[src/rtl/alu_datapath.sv]
// Execute-stage datapath slice: operand-B mux, add/sub ALU,
// write-back mux and the Z/C flag register used by jnz.
//
// Ports:
//   clk, reset     rising-edge clock, async active-high reset
//   a              operand A (regfile read port 0)
//   reg_b, imm     operand-B sources (b_sel: 0=reg_b, 1=imm)
//   subtract       0=add, 1=subtract (a + ~b + 1)
//   flags_en       capture zero/cout into flag_z/flag_c
//   wb_sel         0=result 1=imm 2=load_data 3=a
//   load_data      memory load data
//   alu_b          selected operand B
//   result/cout    ALU sum and carry (cout=1: no borrow)
//   zero           result == 0
//   wb_data        regfile write data
//   flag_z/flag_c  registered flags
module alu_datapath #(
    parameter int DATA_BITS = 8
) (
    input  logic                 clk,
    input  logic                 reset,
    input  logic [DATA_BITS-1:0] a,
    input  logic [DATA_BITS-1:0] reg_b,
    input  logic [DATA_BITS-1:0] imm,
    input  logic                 b_sel,
    input  logic                 subtract,
    input  logic                 flags_en,
    input  logic [1:0]           wb_sel,
    input  logic [DATA_BITS-1:0] load_data,
    output logic [DATA_BITS-1:0] alu_b,
    output logic [DATA_BITS-1:0] result,
    output logic                 cout,
    output logic                 zero,
    output logic [DATA_BITS-1:0] wb_data,
    output logic                 flag_z,
    output logic                 flag_c
);

    localparam logic [1:0] WB_ALU = 2'd0;
    localparam logic [1:0] WB_IMM = 2'd1;
    localparam logic [1:0] WB_MEM = 2'd2;
    localparam logic [1:0] WB_RD0 = 2'd3;

    logic [DATA_BITS-1:0] b_mux;
    logic [DATA_BITS-1:0] b_eff;
    logic [DATA_BITS:0]   sum;
    logic [DATA_BITS-1:0] sum_lo;
    logic                 sum_zero;
    logic [DATA_BITS-1:0] wb_mux;

    logic flag_z_d, flag_z_q;
    logic flag_c_d, flag_c_q;

    // Subtract reuses the adder: invert B and
    // feed subtract in as the carry-in.
    always_comb begin
        b_mux = b_sel ? imm : reg_b;
        b_eff = subtract ? ~b_mux : b_mux;
        sum = {1'b0, a}
            + {1'b0, b_eff}
            + {{DATA_BITS{1'b0}}, subtract};
        sum_lo   = sum[DATA_BITS-1:0];
        sum_zero = (sum_lo == '0);
    end

    always_comb begin
        wb_mux = sum_lo;
        unique case (wb_sel)
            WB_ALU:  wb_mux = sum_lo;
            WB_IMM:  wb_mux = imm;
            WB_MEM:  wb_mux = load_data;
            WB_RD0:  wb_mux = a;
            default: wb_mux = sum_lo;
        endcase
    end

    // Outputs read as all-zero while reset is held,
    // so downstream writes see no stale data.
    always_comb begin
        alu_b   = '0;
        result  = '0;
        cout    = 1'b0;
        zero    = 1'b0;
        wb_data = '0;
        if (!reset) begin
            alu_b   = b_mux;
            result  = sum_lo;
            cout    = sum[DATA_BITS];
            zero    = sum_zero;
            wb_data = wb_mux;
        end
    end

    always_comb begin
        flag_z_d = flag_z_q;
        flag_c_d = flag_c_q;
        if (flags_en) begin
            flag_z_d = sum_zero;
            flag_c_d = sum[DATA_BITS];
        end
    end

    always_ff @(posedge clk or posedge reset) begin
        if (reset) begin
            flag_z_q <= 1'b0;
            flag_c_q <= 1'b0;
        end else begin
            flag_z_q <= flag_z_d;
            flag_c_q <= flag_c_d;
        end
    end

    assign flag_z = flag_z_q;
    assign flag_c = flag_c_q;

endmodule

[config.mk]
export PLATFORM = sky130hd
export DESIGN_NAME = alu_datapath
export DESIGN_NICKNAME = d
export VERILOG_FILES = /design/src/rtl/alu_datapath.sv
export SDC_FILE = /design/constraint.sdc
export NUM_CORES = 1
export LEC_CHECK = 0
export ABC_AREA = 1
export BUFFER_PORTS_ARGS = -buffer_cell sky130_fd_sc_hd__buf_4
export CAP_MARGIN = 5
export CORE_ASPECT_RATIO = 0.5
export CORE_MARGIN = 5
export CORE_UTILIZATION = 39
export DETAILED_ROUTE_END_ITERATION = 12
export MAX_ROUTING_LAYER = met4
export PLACE_DENSITY = 0.88
export SLEW_MARGIN = 20
export SYNTH_ARGS = -nofsm -noshare
export SYNTH_HDL_FRONTEND = slang
export SYNTH_SLANG_ARGS = --single-unit
[constraint.sdc]
create_clock -name clk -period 3.31 [get_ports clk]
set_input_delay 0.8275 -clock clk [delete_from_list [all_inputs] [get_ports clk]]
set_output_delay 0.8275 -clock clk [all_outputs]
set_load 0.03 [all_outputs]
==> flow_metrics.env, run 1 <==
export IMPL_status="complete, but fails checks"
export IMPL_use_met3=0.0661
export IMPL_crit_fanout=7
export IMPL_fin_cells=328
export IMPL_initial_utilization=0.402
export IMPL_synth_area_top_cells="nand2_1, ha_1, inv_1, nor2_1, xor2_1"
export IMPL_crit_type="input pin to primary output"
export IMPL_via_count=2033
export IMPL_synth_flop_cell="dfrtp_1"
export IMPL_path_buf_inv=3
export IMPL_cp_data_required_time_ps=2480
export IMPL_arrival_ps=2910
export IMPL_synthToLayoutAreaGrowth_pct=122
export IMPL_slowest_delay_ps=340
export IMPL_antenna_found_initial=0
export IMPL_grt_max_degree=24
export IMPL_period_share=1.13
export IMPL_syn_area_per_cell_um2=5.65
export IMPL_clk_path_buf_depth=2
export IMPL_wire_per_inst_um=21.8
export IMPL_synth_edf_count=0
export IMPL_wl_um=7160
export IMPL_setup_viol_count_final=15
export IMPL_clock_sinks=2
export IMPL_placed_area_um2=1830
export IMPL_synth_cells=183
export IMPL_setup_ws_ps=-429
export IMPL_hold_class="flop to flop"
export IMPL_worst_path_dominant_cell_family="simple AND/OR/NAND/NOR gates"
export IMPL_die_width_um=82.8
export IMPL_root_buffer="clkbuf_8"
export IMPL_netlist_area_um2=1030
export IMPL_drtAntennaViolNets=0
export IMPL_min_from="flag_c"
export IMPL_final_nets=341
export IMPL_cellLeakagePower_nw=1.20
export IMPL_grt_busiest_layer="met2"
export IMPL_die_h_um=46.4
export IMPL_design_area_um2=2290
export IMPL_synth_top_area_cell="nand2_1"
export IMPL_grt_pass1_wl_um=8560
export IMPL_portBuffers=66
export IMPL_cts_tree="yes"
export IMPL_r2r_start="flag_z"
export IMPL_fin_skew_ps=0
export IMPL_period_minus_slack_ps=3740
export IMPL_path_clk_slew_ps=30
export IMPL_syn_nets=231
export IMPL_worstPathCellList="buf_12 -> mux2i_4 -> xor2_2 -> ha_4 -> nand3_2 -> buf_4 -> nand3_1 -> nand2_1 -> nor2_1 -> nand3_2 -> nor2_4 -> nand2_2 -> nor2_4 -> buf_6"
export IMPL_start_kind="input pin"
export IMPL_ys_top_cells_by_count="nand2_1, inv_1, nor2_1"
export IMPL_drv_cap=0
export IMPL_fmax_ghz=0.267
export IMPL_worstMarginPinSlew_ps=537
export IMPL_power_density_nw_per_um2=349
export IMPL_critPathSlowestCell="ha_4"
export IMPL_peakVddDrop_v=0.000181
export IMPL_coreArea_um2=2570
export IMPL_dp_cells=312
export IMPL_io_pins=67
export IMPL_endpoint_kind="primary output"
export IMPL_yosysSeqAreaShare=0.0484
export IMPL_final_util=0.893
export IMPL_synth_most_common_cell="nand2_1"
export IMPL_clk_insertion_delay_late_ps=210
export IMPL_gr_total_overflow=0
export IMPL_grt_pass1_vias=1884
export IMPL_grt_total_usage=0.292
export IMPL_cts_buffers=3
export IMPL_routabilityCongestion=0.956
export IMPL_gr_usage_met2=0.554
export IMPL_ys_seq_elements=2
export IMPL_finalMaxSlewViolations=0
export IMPL_hold_viol_final=0
export IMPL_drt_iter0_markers=204
export IMPL_grt_use_met1=0.282
export IMPL_route_detailed_drc=0
export IMPL_violations="setup timing"
export IMPL_async_flop_share=1.00
export IMPL_via_per_inst=6.20
export IMPL_first_pass_iters=5
export IMPL_setup_tns_ps=-3830
export IMPL_dp_hpwl_um=3610
export IMPL_rsz0062_at_grt="true"
export IMPL_ys_warn_count=0
export IMPL_dieArea_um2=3840
export IMPL_drive_above_1_share=0.636
export IMPL_h_tree_depth=1
export IMPL_rows=13
export IMPL_antenna_diode_count=0
export IMPL_crit_start="b_sel"
export IMPL_synth_top_area_share=0.189
export IMPL_ctsHoldBuffers=0
export IMPL_synthDistinctLibCells=26
export IMPL_max_slew_margin=0.642
-- per-stage QoR --
stage                     power [W]  hold slack [ps]  setup slack [ps]
after floorplan            0.000300              599             -78.2
after global placement     0.000495              465              -336
after detailed placement   0.000513              482              -460
after CTS                  0.000668              491              -315
after global routing       0.000822              509              -493
final                      0.000800              487              -429
-- cell type report --
cell class / count / area [um2]
multi-input cells: 148 / 1150
repair buffers: 109 / 888
fillers: 123 / 275
inverters: 29 / 121
flip-flops and latches: 2 / 50.0
well taps: 37 / 46.3
clock buffers: 3 / 41.3
-- flip-flops by register name, indices dropped and copies added, names as in the netlist --
register,flops
flag_c,1
flag_z,1
-- report_power, final --
group          switching (W)  internal (W)
clock              0.0000228     0.0000772
sequential        0.00000131     0.0000272
combinational       0.000386      0.000286
total               0.000410      0.000390
-- layer usage --
layer  part of all wire  wire (um)
met5                  0          0
met4              0.099        707
met3               0.13        899
met2               0.44       3170
met1               0.33       2380
-- kinds of logic after synthesis --
family,share of synthesized area
xor gates and xnor gates,0.0678
DFF,0.0484
AOI/OAI and AO/OA,0.161
adders and majority gates,0.116
muxes,0.0387
and+or+nand+nor,0.446
buffers and inverters,0.122
-- worst reg2reg max path, delay by kind of cell (launching register included) --
family	cells	cell delay [ps]
flip-flops	1	370
AND/OR/NAND/NOR	2	120
-- repair_timing --
| item | 4_1_cts | 5_1_grt |
|---|---|---|
| pin swaps | 21 | 30 |
| setup buffers | 7 | 6 |
| resized for setup | 39 | 47 |
| endpoints found under the setup margin | 13 | 15 |
-- worst paths after layout --
kind	endpoint	slack (ps)	cells after the start
max	zero	-430	14
min	flag_c	490	2
max reg2reg	flag_z	2700	2
min reg2reg	flag_c	490	2
max in group asynchronous	flag_c	2400	2
min in group asynchronous	flag_z	710	2
-- placed cells by master, fill, tap and decap left out, drive strengths merged, types with 8 or more instances in the layout --
cell,n
inv,29
ha,8
buf,109
a21oi,10
nand3,11
nor2,26
nand2,58
xor2,8
No activity file was read; power rests on OpenSTA's default activity.
==> run 2, diff against run 1 <==
- ABC_AREA: 1 -> unset
- CORE_UTILIZATION: 39 -> 38
- PLACE_DENSITY: 0.88 -> 0.87
- RECOVER_POWER: unset -> 50
==> run 2 against run 1 <==
  * The run still ends with setup timing left
  * Largest cell class unchanged
  * First-iteration DRC count down 24%
  * Cell area grew 1.0%
  * Clock skew did not move
  * Largest power group unchanged
  * Worst setup slack worse by 330 ps
  * Highest routed layer unchanged
  * Global-route usage increased by 1.9 points
  * Critical endpoint unchanged
  * Synthesized cell count decreased by 28%
==> flow_metrics.env, run 2 <==
export IMPL_status="complete, but fails checks"
export IMPL_violations="setup timing"
export IMPL_period_minus_slack_ps=4070
export IMPL_ctsHoldBuffers=0
export IMPL_yosysSeqAreaShare=0.0504
export IMPL_power_density_nw_per_um2=377
export IMPL_die_width_um=82.3
export IMPL_cts_tree="yes"
export IMPL_synth_area_top_cells="mux2i_1, ha_1, xnor2_1, nor2_1, dfrtp_1"
export IMPL_final_common_cell="buf_4"
export IMPL_dieArea_um2=3790
export IMPL_fin_skew_ps=0
export IMPL_grt_pass1_wl_um=8400
export IMPL_synth_flop_cell="dfrtp_1"
export IMPL_dp_worst_setup_slack_ps=-679
export IMPL_fmax_ghz=0.246
export IMPL_fill_cells=97
export IMPL_via_per_inst=6.15
export IMPL_final_nets=286
export IMPL_drive_above_1_share=0.729
export IMPL_synth_edf_count=0
export IMPL_wire_per_inst_um=24.0
export IMPL_path_clk_slew_ps=30
export IMPL_coreArea_um2=2540
export IMPL_h_tree_depth=1
export IMPL_cts_buffers=3
export IMPL_grt_total_usage=0.311
export IMPL_final_cell_mix="buf_4, buf_6, nor2_1"
export IMPL_clk_path_buf_depth=2
export IMPL_grt_max_degree=22
export IMPL_antenna_diode_count=0
export IMPL_regArea_um2=50.0
export IMPL_portBuffers=66
export IMPL_wl_um=6570
export IMPL_grt_pass1_vias=1544
export IMPL_antenna_found_initial=0
export IMPL_synth_cells=131
export IMPL_dp_hpwl_um=3120
export IMPL_whs_ps=629
export IMPL_start_kind="input pin"
export IMPL_async_flop_share=1.00
export IMPL_ys_top_cells_by_count="nor2_1, mux2i_1, xnor2_1"
export IMPL_r2r_slack_ps=2580
export IMPL_endpoint_kind="primary output"
export IMPL_synthToLayoutAreaGrowth_pct=134
export IMPL_ys_seq_elements=2
export IMPL_first_pass_iters=5
export IMPL_arrival_ps=3240
export IMPL_drv_cap=0
export IMPL_netlist_area_um2=992
export IMPL_cp_data_required_time_ps=2480
export IMPL_rows=13
export IMPL_synthDistinctLibCells=37
export IMPL_gr_total_overflow=0
export IMPL_syn_nets=179
export IMPL_max_slew_margin=0.666
export IMPL_finalMaxSlewViolations=0
export IMPL_drt_iter0_markers=156
export IMPL_synth_most_common_cell="nor2_1"
export IMPL_rsz0062_at_grt="true"
export IMPL_peakVddDrop_v=0.000188
export IMPL_hold_viol_final=0
export IMPL_multi_input_area_um2=1260
export IMPL_die_h_um=46.1
export IMPL_synth_top_area_share=0.141
export IMPL_routabilityCongestion=0.868
export IMPL_via_count=1679
export IMPL_syn_area_per_cell_um2=7.57
export IMPL_drtAntennaViolNets=0
export IMPL_setup_ws_ps=-760
export IMPL_synth_top_area_cell="mux2i_1"
export IMPL_initial_utilization=0.391
export IMPL_crit_type="input pin to primary output"
export IMPL_setup_viol_count_final=15
export IMPL_clock_sinks=2
export IMPL_io_pins=67
export IMPL_cellLeakagePower_nw=1.06
export IMPL_ys_warn_count=0
export IMPL_route_detailed_drc=0
export IMPL_hold_class="flop to flop"
export IMPL_clk_insertion_delay_late_ps=220
export IMPL_root_buffer="clkbuf_8"
export IMPL_period_share=1.23
export IMPL_worstMarginPinSlew_ps=495
export IMPL_crit_fanout=4
==> run 2: through the flow <==
stage	area, um2	instances	setup TNS (ps)	total power, W	util
CTS	2140	266	-6020	0.000743	0.843
detailed placement	1800	250	-6720	0.000549	0.710
global placement	1800	250	-5760	0.000535	0.710
floorplan	1120	131	-3900	0.000355	-
finish	2320	273	-7710	0.000874	0.914
global route	2320	273	-8610	0.000902	0.914
==> run 2: power by group <==
part / total [W] / switching [W] / internal (W)
clock network: 0.000101 / 0.0000235 / 0.0000773
registers: 0.0000290 / 0.00000190 / 0.0000271
logic: 0.000744 / 0.000391 / 0.000353
==> run 2: worst paths after layout <==
kind	startpoint	end	cells past startpoint
worst max register to register	flag_z	flag_z	2
worst max-delay path	b_sel	zero	11
worst min register to register	flag_c	flag_c	2
max in group asynchronous	reset	flag_c	2
worst min-delay path	flag_c	flag_c	2
min in group asynchronous	reset	flag_z	2
==> run 2: per-layer routing <==
| layer | global-route usage | vias up | share of wire |
|---|---|---|---|
| met4 | 0.0861 | 0 | 0.042 |
| met2 | 0.549 | 144 | 0.47 |
| met5 | - | - | 0 |
| li1 | - | 687 | - |
| met3 | 0.0391 | 31 | 0.096 |
| met1 | 0.379 | 817 | 0.39 |
==> run 2: area by class of cell <==
cell class	count	share of cell area
clock buffers	3	0.0178
flip-flops and latches	2	0.0216
multi-input cells	116	0.542
repair buffers	111	0.392
inverters	4	0.00648
well taps	37	0.0200
==> run 2: worst max-delay path, cell delays in order <==
cell      delay (ps)
buf_12           100
mux2i_4          270
mux2_4           330
fa_2             380
a21oi_4          160
o211ai_1         160
xnor2_1          280
a21boi_2         250
nand3_2          110
nor3b_4          220
buf_6            150
==> run 2: kinds of logic (layout without fill, tap and decap cells) <==
family | after synthesis | after routing | share of synthesized area
simple gates | 46 | 46 | 0.228
compound gates | 30 | 30 | 0.208
mux | 18 | 18 | 0.221
xor+xnor | 13 | 13 | 0.115
buf+inv | 13 | 118 | 0.0567
fa+ha+maj | 9 | 9 | 0.121
flops | 2 | 2 | 0.0504
==> run 2: repair_timing <==
| action | CTS | global route |
|---|---|---|
| pin swaps | 20 | 17 |
| buffers inserted | 13 | 8 |
| endpoints found under the setup margin | 14 | 15 |
| resized for setup | 41 | 25 |
